`config.mk`:
```
export PLATFORM = sky130hd
export DESIGN_NAME = pipe_hazard_ctrl
export DESIGN_NICKNAME = d
export VERILOG_FILES = /design/src/rtl/core_pkg.sv /design/src/rtl/pipe_hazard_ctrl_fwd_unit.sv /design/src/rtl/pipe_hazard_ctrl.sv
export SDC_FILE = /design/constraint.sdc
export NUM_CORES = 1
export LEC_CHECK = 0
export BUFFER_PORTS_ARGS = -buffer_cell sky130_fd_sc_hd__buf_2
export CAP_MARGIN = 0
export CORE_ASPECT_RATIO = 1.25
export CORE_MARGIN = 2
export CORE_UTILIZATION = 45
export CTS_BUF_LIST = sky130_fd_sc_hd__clkbuf_8
export DETAILED_ROUTE_END_ITERATION = 16
export GPL_ROUTABILITY_DRIVEN = 0
export PLACE_DENSITY_LB_ADDON = 0.08
export SYNTH_ARGS = -nofsm -noshare
export SYNTH_HDL_FRONTEND = slang
export SYNTH_HIERARCHICAL = 1
export SYNTH_SLANG_ARGS = --single-unit
export TNS_END_PERCENT = 50
```
`constraint.sdc`:
```
create_clock -name clk -period 3.9 [get_ports clk]
set_clock_uncertainty 0.1 [all_clocks]
set_input_delay 0.39 -clock clk [delete_from_list [all_inputs] [get_ports clk]]
set_output_delay 0.39 -clock clk [all_outputs]
set_load 0.02 [all_outputs]
```
`src/rtl/core_pkg.sv`:
```
// Shared definitions for the core pipeline control: FSM states, forwarding selects.
package core_pkg;

   localparam int REG_W = 5;

   typedef enum logic [1:0] {
      ST_RUN  = 2'd0,
      ST_WAIT = 2'd1,
      ST_ERR  = 2'd2
   } state_t;

   localparam logic [1:0] FWD_RF  = 2'b00;
   localparam logic [1:0] FWD_MEM = 2'b01;
   localparam logic [1:0] FWD_WB  = 2'b10;

endpackage

```
`src/rtl/pipe_hazard_ctrl_fwd_unit.sv`:
```
// Forwarding comparator for one EX operand; MEM result wins over WB, x0 never forwarded.
module fwd_unit
   import core_pkg::*;
(
   input  logic [REG_W-1:0] ex_rs,
   input  logic [REG_W-1:0] me_rd,
   input  logic             me_regs_write,
   input  logic [REG_W-1:0] wb_rd,
   input  logic             wb_regs_write,
   output logic [1:0]       fwd_sel
);

   // youngest producer first
   always_comb begin
      fwd_sel = FWD_RF;
      if (me_regs_write && (me_rd != '0) && (me_rd == ex_rs))
         fwd_sel = FWD_MEM;
      else if (wb_regs_write && (wb_rd != '0) && (wb_rd == ex_rs))
         fwd_sel = FWD_WB;
   end

endmodule

```
`src/rtl/pipe_hazard_ctrl.sv`:
```
// Stall/flush/forwarding control for the 5-stage core with memory-wait timeout supervision.
module pipe_hazard_ctrl
   import core_pkg::*;
#(
   parameter int MEM_TIMEOUT = 15,
   parameter int CNT_W       = 16
) (
   input  logic             clk,
   input  logic             rst,
   input  logic [REG_W-1:0] id_rs1,
   input  logic [REG_W-1:0] id_rs2,
   input  logic             id_use_rs1,
   input  logic             id_use_rs2,
   input  logic [REG_W-1:0] ex_rs1,
   input  logic [REG_W-1:0] ex_rs2,
   input  logic [REG_W-1:0] ex_rd,
   input  logic             ex_mem2reg,
   input  logic             ex_branch_taken,
   input  logic [REG_W-1:0] me_rd,
   input  logic             me_regs_write,
   input  logic             me_mem_req,
   input  logic             me_mem_ready,
   input  logic [REG_W-1:0] wb_rd,
   input  logic             wb_regs_write,
   output logic             pc_en,
   output logic             if_id_en,
   output logic             id_ex_en,
   output logic             ex_mem_en,
   output logic             mem_wb_en,
   output logic             if_id_flush,
   output logic             id_ex_flush,
   output logic             mem_wb_flush,
   output logic [1:0]       fwd_a_sel,
   output logic [1:0]       fwd_b_sel,
   output logic             mem_err,
   output logic [CNT_W-1:0] stall_cnt,
   output logic [CNT_W-1:0] flush_cnt
);

   localparam logic [7:0] TIMEOUT = 8'(MEM_TIMEOUT);

   state_t                      state;
   logic [7:0]                  wait_cnt;
   logic                        mem_stall;
   logic                        load_use;
   logic                        br_flush;
   logic [1:0][REG_W-1:0]       ex_rs_v;
   logic [1:0][1:0]             fwd_raw;

   assign ex_rs_v = {ex_rs2, ex_rs1};

   genvar g;
   generate
      for (g = 0; g < 2; g++) begin : g_fwd
         fwd_unit u_fwd (
            .ex_rs         (ex_rs_v[g]),
            .me_rd         (me_rd),
            .me_regs_write (me_regs_write),
            .wb_rd         (wb_rd),
            .wb_regs_write (wb_regs_write),
            .fwd_sel       (fwd_raw[g])
         );
      end
   endgenerate

   // hazard detection and enable/flush/forward selection, priority mem > branch > load-use
   always_comb begin
      mem_stall    = me_mem_req && !me_mem_ready && (state != ST_ERR);
      load_use     = ex_mem2reg && (ex_rd != '0) &&
                     ((id_use_rs1 && (id_rs1 == ex_rd)) || (id_use_rs2 && (id_rs2 == ex_rd)));
      pc_en        = 1'b1;
      if_id_en     = 1'b1;
      id_ex_en     = 1'b1;
      ex_mem_en    = 1'b1;
      mem_wb_en    = 1'b1;
      if_id_flush  = 1'b0;
      id_ex_flush  = 1'b0;
      mem_wb_flush = 1'b0;
      br_flush     = 1'b0;
      fwd_a_sel    = fwd_raw[0];
      fwd_b_sel    = fwd_raw[1];
      if (rst) begin
         // reset reads as idle RUN regardless of pipeline inputs
         fwd_a_sel = FWD_RF;
         fwd_b_sel = FWD_RF;
      end else if (state == ST_ERR) begin
         pc_en     = 1'b0;
         if_id_en  = 1'b0;
         id_ex_en  = 1'b0;
         ex_mem_en = 1'b0;
         mem_wb_en = 1'b0;
         fwd_a_sel = FWD_RF;
         fwd_b_sel = FWD_RF;
      end else if (mem_stall) begin
         // MEM/WB gets a bubble so the stalled instruction does not write back twice
         pc_en        = 1'b0;
         if_id_en     = 1'b0;
         id_ex_en     = 1'b0;
         ex_mem_en    = 1'b0;
         mem_wb_flush = 1'b1;
      end else if (ex_branch_taken) begin
         if_id_flush = 1'b1;
         id_ex_flush = 1'b1;
         br_flush    = 1'b1;
      end else if (load_use) begin
         pc_en       = 1'b0;
         if_id_en    = 1'b0;
         id_ex_flush = 1'b1;
      end
   end

   // memory-wait supervision FSM with sticky timeout error
   always_ff @(posedge clk) begin
      if (rst) begin
         state    <= ST_RUN;
         wait_cnt <= '0;
         mem_err  <= 1'b0;
      end else begin
         case (state)
            ST_RUN: begin
               if (mem_stall) begin
                  state    <= ST_WAIT;
                  wait_cnt <= 8'd1;
               end
            end
            ST_WAIT: begin
               if (me_mem_ready) begin
                  state    <= ST_RUN;
                  wait_cnt <= '0;
               end else if (wait_cnt == TIMEOUT) begin
                  state   <= ST_ERR;
                  mem_err <= 1'b1;
               end else begin
                  wait_cnt <= wait_cnt + 8'd1;
               end
            end
            default: state <= ST_ERR;
         endcase
      end
   end

   // saturating stall/flush performance counters
   always_ff @(posedge clk) begin
      if (rst) begin
         stall_cnt <= '0;
         flush_cnt <= '0;
      end else begin
         if (!pc_en && (state != ST_ERR) && (stall_cnt != '1))
            stall_cnt <= stall_cnt + 1'b1;
         if (br_flush && (flush_cnt != '1))
            flush_cnt <= flush_cnt + 1'b1;
      end
   end

endmodule

```
### Word-level counts from Yosys, hierarchy flattened

Index checks and enable logic that the tools add are counted.
W data, S select, Z words.

* add/sub/neg operators: 3
* multiply operators: 0
* shifts and indexed selects: 0
* reduce and logical (&&, ||, !) cells: 26
* div/mod/pow operators: 0
* multiplexer cells: 38
* bitwise gates (word level): 1
* order comparisons: 0
* equal/unequal tests: 15

Operator list (count)
* $add A16 B1 Y16 const B: 2
* $ne A16 B16 Y1 const B: 2
* $eq A5 B5 Y1: 6
* $mux W8: 3
* $mux W1: 22
* $mux W2: 11
* $pmux W8 S2: 1
* $logic_and A1 B1 Y1: 15
* $reduce_bool A5 Y1: 3
* $add A8 B1 Y8 const B: 1
* $eq A8 B4 Y1 const B: 1
* $ne A3 B3 Y1 const B: 2
* $reduce_and A3 Y1: 2
* $ne A2 B2 Y1 const B: 2
* $pmux W2 S2: 1
* $eq A2 B1 Y1 const B: 1
* $eq A2 B2 Y1 const B: 1
* $logic_not A1 Y1: 2
* $logic_not A2 Y1: 1
* $reduce_and A2 Y1: 1
* $reduce_bool A2 Y1: 1
* $logic_or A1 B1 Y1: 1
* $not A1 Y1: 1

* bits of input ports: 45
* bits in latches: 0
* memories: 0
* word-level logic and storage cells: 88
* RAM bits: 0
* register bits after elaboration: 43
* memory bits (read-only): 0

### Depth between registers and ports, before layout

* depth after elaboration: 12
* depth in mapped cells: 9
* mapped depth without buffers: 8

### Cells and area by module

The synthesis kept the hierarchy.

By module, submodules not included
* pipe_hazard_ctrl: area an instance 2357.3 um^2, instances 1, cells each 270
* fwd_unit: area an instance 151.4 um^2, instances 2, cells each 20

### Worst setup path after synthesis

No wires, ideal clock.

* kind: input-to-output
* from: input ex_rd[1]
* to: output pc_en
* arrival time: 1.856 ns
* required time: 3.410 ns
* slack: 1.554 ns
* buffers on the path: 1
* stages on the path: 6
* path through: or4_1 > o21ai_0 > nand2b_1 > nor2_1 > o21bai_1 > buf_4

* cells in the longest elaborated chain, start to end: 9
* elaborated cells on any way between the ends: 13
* classes of those cells: eq/ne: 2; mux: 5; reduce/logical: 6

RTL lines
* start: declaration: RTL line pipe_hazard_ctrl.sv:16 `input logic [REG_W-1:0] ex_rd,`
* $eq A5 B5 Y1: RTL line pipe_hazard_ctrl.sv:70 `((id_use_rs1 && (id_rs1 == ex_rd)) || (id_use_rs2 && (id_rs2 == ex_rd)));`
* $logic_and A1 B1 Y1: RTL line pipe_hazard_ctrl.sv:70
* $logic_or A1 B1 Y1: RTL line pipe_hazard_ctrl.sv:70
* $logic_and A1 B1 Y1 *: RTL line pipe_hazard_ctrl.sv:69 `load_use = ex_mem2reg && (ex_rd != '0) &&`
* $mux W1 * (5 in series)
* end: declaration: RTL line pipe_hazard_ctrl.sv:25 `output logic pc_en,`

Mark *: on every way between the ends. The rest lies on a longest branch, timed or not.

### Worst setup path in the final report

* from: input ex_rd[1]
* to: output pc_en

* cells in the longest elaborated chain, start to end: 9
* elaborated cells on any way between the ends: 13
* classes of those cells: eq/ne: 2; mux: 5; reduce/logical: 6

RTL lines
* $eq A5 B5 Y1: RTL line pipe_hazard_ctrl.sv:70
* $logic_and A1 B1 Y1: RTL line pipe_hazard_ctrl.sv:70
* $logic_or A1 B1 Y1: RTL line pipe_hazard_ctrl.sv:70
* $logic_and A1 B1 Y1 *: RTL line pipe_hazard_ctrl.sv:69
* $mux W1 *: RTL line pipe_hazard_ctrl.sv:105 `end else if (load_use) begin`
* $mux W1 *: RTL line pipe_hazard_ctrl.sv:101 `end else if (ex_branch_taken) begin`
* $mux W1 *: RTL line pipe_hazard_ctrl.sv:94 `end else if (mem_stall) begin`
* $mux W1 *: RTL line pipe_hazard_ctrl.sv:86 `end else if (state == ST_ERR) begin`
* $mux W1 *: RTL line pipe_hazard_ctrl.sv:82 `if (rst) begin`

Marked as above.

==> flow_summary_export.csv <==
group,metric,value,unit
status,status,"finished clean",
grt,antenna_found_initial,0,
route,vias,2420,
sta,setup_viol,0,
route,drt_iter0_drc,93,
sta,final-hold-violation-count,0,
grt,grt_pass1_wl,10.4,mm
worst_setup_path,required,3.41,ns
worst_setup_path,path_common_cell,"buf_2",
grt,track_usage,0.194,
yosys,synth_mux_area_frac,0.0174,
job,maxCapViolations,0,
sta,tns,0,ns
clocking,cts-htree-levels,2,
sta,whs,0.341,ns
route,ant_nets,0,
final_layout,fill_cells,556,
sta,min_period,2.35,ns
clocking,cts_hold_buf,0,
clocking,postCtsSetupRepairBufs,0,
yosys,synth_xor_area_frac,0.191,
yosys,netlist_area,0.00266,mm^2
clocking,cts_sinks,43,
yosys,ys_seq_elements,43,
final_layout,register_area,861,um^2
sta,worst-slew-pin-transition,0.843,ns
grt,first_global_vias,2343,
yosys,synthCells,310,
final_layout,drive_gt1_frac,0.306,
die,die_width,72.8,um
route,post-route-drc-count,0,
yosys,synth_top_family_by_area,"simple AND/OR/NAND/NOR gates",
clocking,clock_path_buffers,2,
grt,grt_max_degree,48,
final_layout,antenna_cells,0,
pwr,netSwitchingPower,229,uW
worst_setup_path,critical_path.cell_chain,"buf_2, or4_1, o21ai_0, nand2b_1, nor2_1, o21bai_1, buf_2",
clocking,clock_latency,0.29,ns
yosys,synth.area.top_cells,"dfxtp_1 (32%), xnor2_1 (13%), nor2_1 (7.2%), xor2_1 (5.6%), nand3_1 (3.4%)",
worst_setup_path,crit_type,"in -> out",
grt,grt_overflow_total,0,
worst_setup_path,worstPathArrival,1.86,ns
worst_setup_path,cp_slowest_stage_delay,0.52,ns
sta,slew_violations,0,
pwr,finalPower,848,uW
clocking,cts-root-buf,"clkbuf_8",
yosys,synth_warnings,6,
final_layout,fin_nets,443,
die,start_util,0.463,
final_layout,multiInputGateArea,0.00172,mm^2
sta,period_share,0.602,
pwr,p_int,619,uW
yosys,synth_ff_type,"dfxtp_1",
worst_setup_path,start_kind,"input port",
clocking,tritoncts,"yes",
yosys,synth_cell_types,52,
die,fp.coreArea,0.00574,mm^2
pwr,p_clk_frac,0.330,
sta,max_slew_margin,0.438,
placed_design,dpl.hpwl,4.71,mm
pwr,peakVddDrop,0.135,mV
die,die_area,0.00655,mm^2
placed_design,preCtsSetupSlack,1.43,ns
yosys,yosysTopAreaCellShare,0.324,
final_layout,areaGrowthSynthToFinish,20.6,%
hold_path,min_path_type,"in -> reg",
yosys,synth_compound_area_frac,0.0983,
sta,fmax,426,MHz
yosys,synth_top_area_cell,"dfxtp_1",
clocking,path_clk_slew,0.08,ns
worst_setup_path,end_kind,"primary output",
route,drtPass1Iterations,4,
worst_setup_path,critPathMaxFanout,3,
yosys,synth-edff-count,0,
sta,rsz0062_at_grt,"no",
die,pin_count,90,
placed_design,port_buffers,89,
die,die_h,90.0,um
yosys,async_flop_share,0,
pwr,p_seq_frac,0.529,
route,vias_per_cell,5.24,
yosys,synthesis.nets,358,
sta,worst_slack,1.55,ns
yosys,synthAdderAreaFrac,0.0141,
yosys,yosys.area_share.simple,0.324,
pwr,p_leak,0.00132,uW
die,rows,31,
pwr,sw_frac_of_total,0.270,
pwr,comb_power_share,0.141,
worst_setup_path,critPathSlowestCell,"or4_1",
route,wl,6.01,mm
pwr,p_per_area,264,mW/mm^2
yosys,avgSynthCellArea,8.58,um^2
clocking,post_cts_resized,0,
clocking,numCtsBuffers,5,
route,detail_route.wl_per_cell,13.0,um
yosys,synth-seq-area-share,0.324,
## metal layers
metal	vias to the layer above	GRT usage	share of wire
li1	1241	-	-
met1	1104	0.228	0.43
met2	60	0.337	0.50
met3	15	0.0415	0.045
met4	0	0.0756	0.025
met5	-	0	0
## synth_stat cells (2+ instances only)
library cell / count
nor4_1: 3
nand3_1: 18
buf_4: 4
nor2_1: 51
xnor2_1: 41
nand2_2: 2
nor4b_4: 2
o21ai_0: 6
and2_1: 7
dfxtp_1: 43
nor3_1: 7
a211oi_1: 2
inv_1: 5
o41ai_2: 2
clkbuf_1: 2
and4_4: 2
nand2_1: 20
and4_1: 2
ha_1: 3
a21oi_1: 9
xor2_1: 17
nor3_2: 5
and3_1: 7
buf_1: 3
or4_1: 2
nand2b_1: 4
nor2b_1: 3
nand4_1: 11
a21boi_1: 2
mux2i_1: 2
a211oi_2: 2
## registers in the layout, indices dropped and copies added, names as in the netlist
signal and flops:
mem_err 1, wait_cnt 8, stall_cnt 16, state 2, flush_cnt 16
## cell type report
type | instances | share of cell area
well taps | 66 | 0.0257
multi-input cells | 251 | 0.535
clock inverters | 3 | 0.00507
repair buffers | 89 | 0.139
clock buffers | 5 | 0.0215
inverters | 5 | 0.00585
flip-flops and latches | 43 | 0.268
## worst max-delay path, delay by kind of cell
kind / cells / cell delay, ns
buffers and inverters: 2 / 0.32
AOI/OAI and AO/OA: 2 / 0.39
and+or+nand+nor: 3 / 0.76
## power groups by stage
stage | sequential (uW) | combinational, uW | clock, uW
floorplan | 459 | 71.1 | 0
global placement | 458 | 119 | 0
detailed placement | 459 | 121 | 0
CTS | 448 | 121 | 291
global route | 449 | 134 | 310
finish | 448 | 120 | 280
## stage by stage
stage	instance area [um^2]	instances	utilization
floorplan	2660	310	-
detailed placement	3120	454	0.544
CTS	3210	462	0.559
finish	3210	462	0.559
global route	3210	462	0.559
global placement	3120	454	0.544
## cell usage in the layout, fill, tap and decap left out, types with 4 or more instances in the layout
master / count
buf_2: 89
clkbuf_8: 5
a21oi_1: 9
and2_1: 7
and3_1: 7
o21ai_0: 6
nand2_1: 20
nor3_2: 5
nand3_1: 18
nand2b_1: 4
dfxtp_1: 43
nor3_1: 7
nand4_1: 11
inv_1: 6
nor2_1: 51
xor2_1: 17
xnor2_1: 41
## worst paths after layout
kind	start	endpoint	slack, ns	cells past startpoint
worst max-delay path	ex_rd[1]	pc_en	1.55	7
worst min-delay path	me_mem_req	state[0]$_SDFFE_PP0P_	0.34	3
worst max register to register	stall_cnt[9]$_SDFFE_PP0P_	stall_cnt[5]$_SDFFE_PP0P_	1.56	7
worst min register to register	mem_err$_SDFFE_PP0P_	mem_err$_SDFFE_PP0P_	0.39	2
## cell families (layout without fill, tap and decap cells)
logic type | after synthesis | after routing
multiplexers | 4 | 4
AND/OR/NAND/NOR | 152 | 152
buffers and inverters | 16 | 102
XOR/XNOR | 58 | 58
AO/OA/AOI/OAI | 34 | 34
adder cells (fa/ha/maj) | 3 | 3
flip-flops | 43 | 43
No activity file was read; power rests on OpenSTA's default activity.
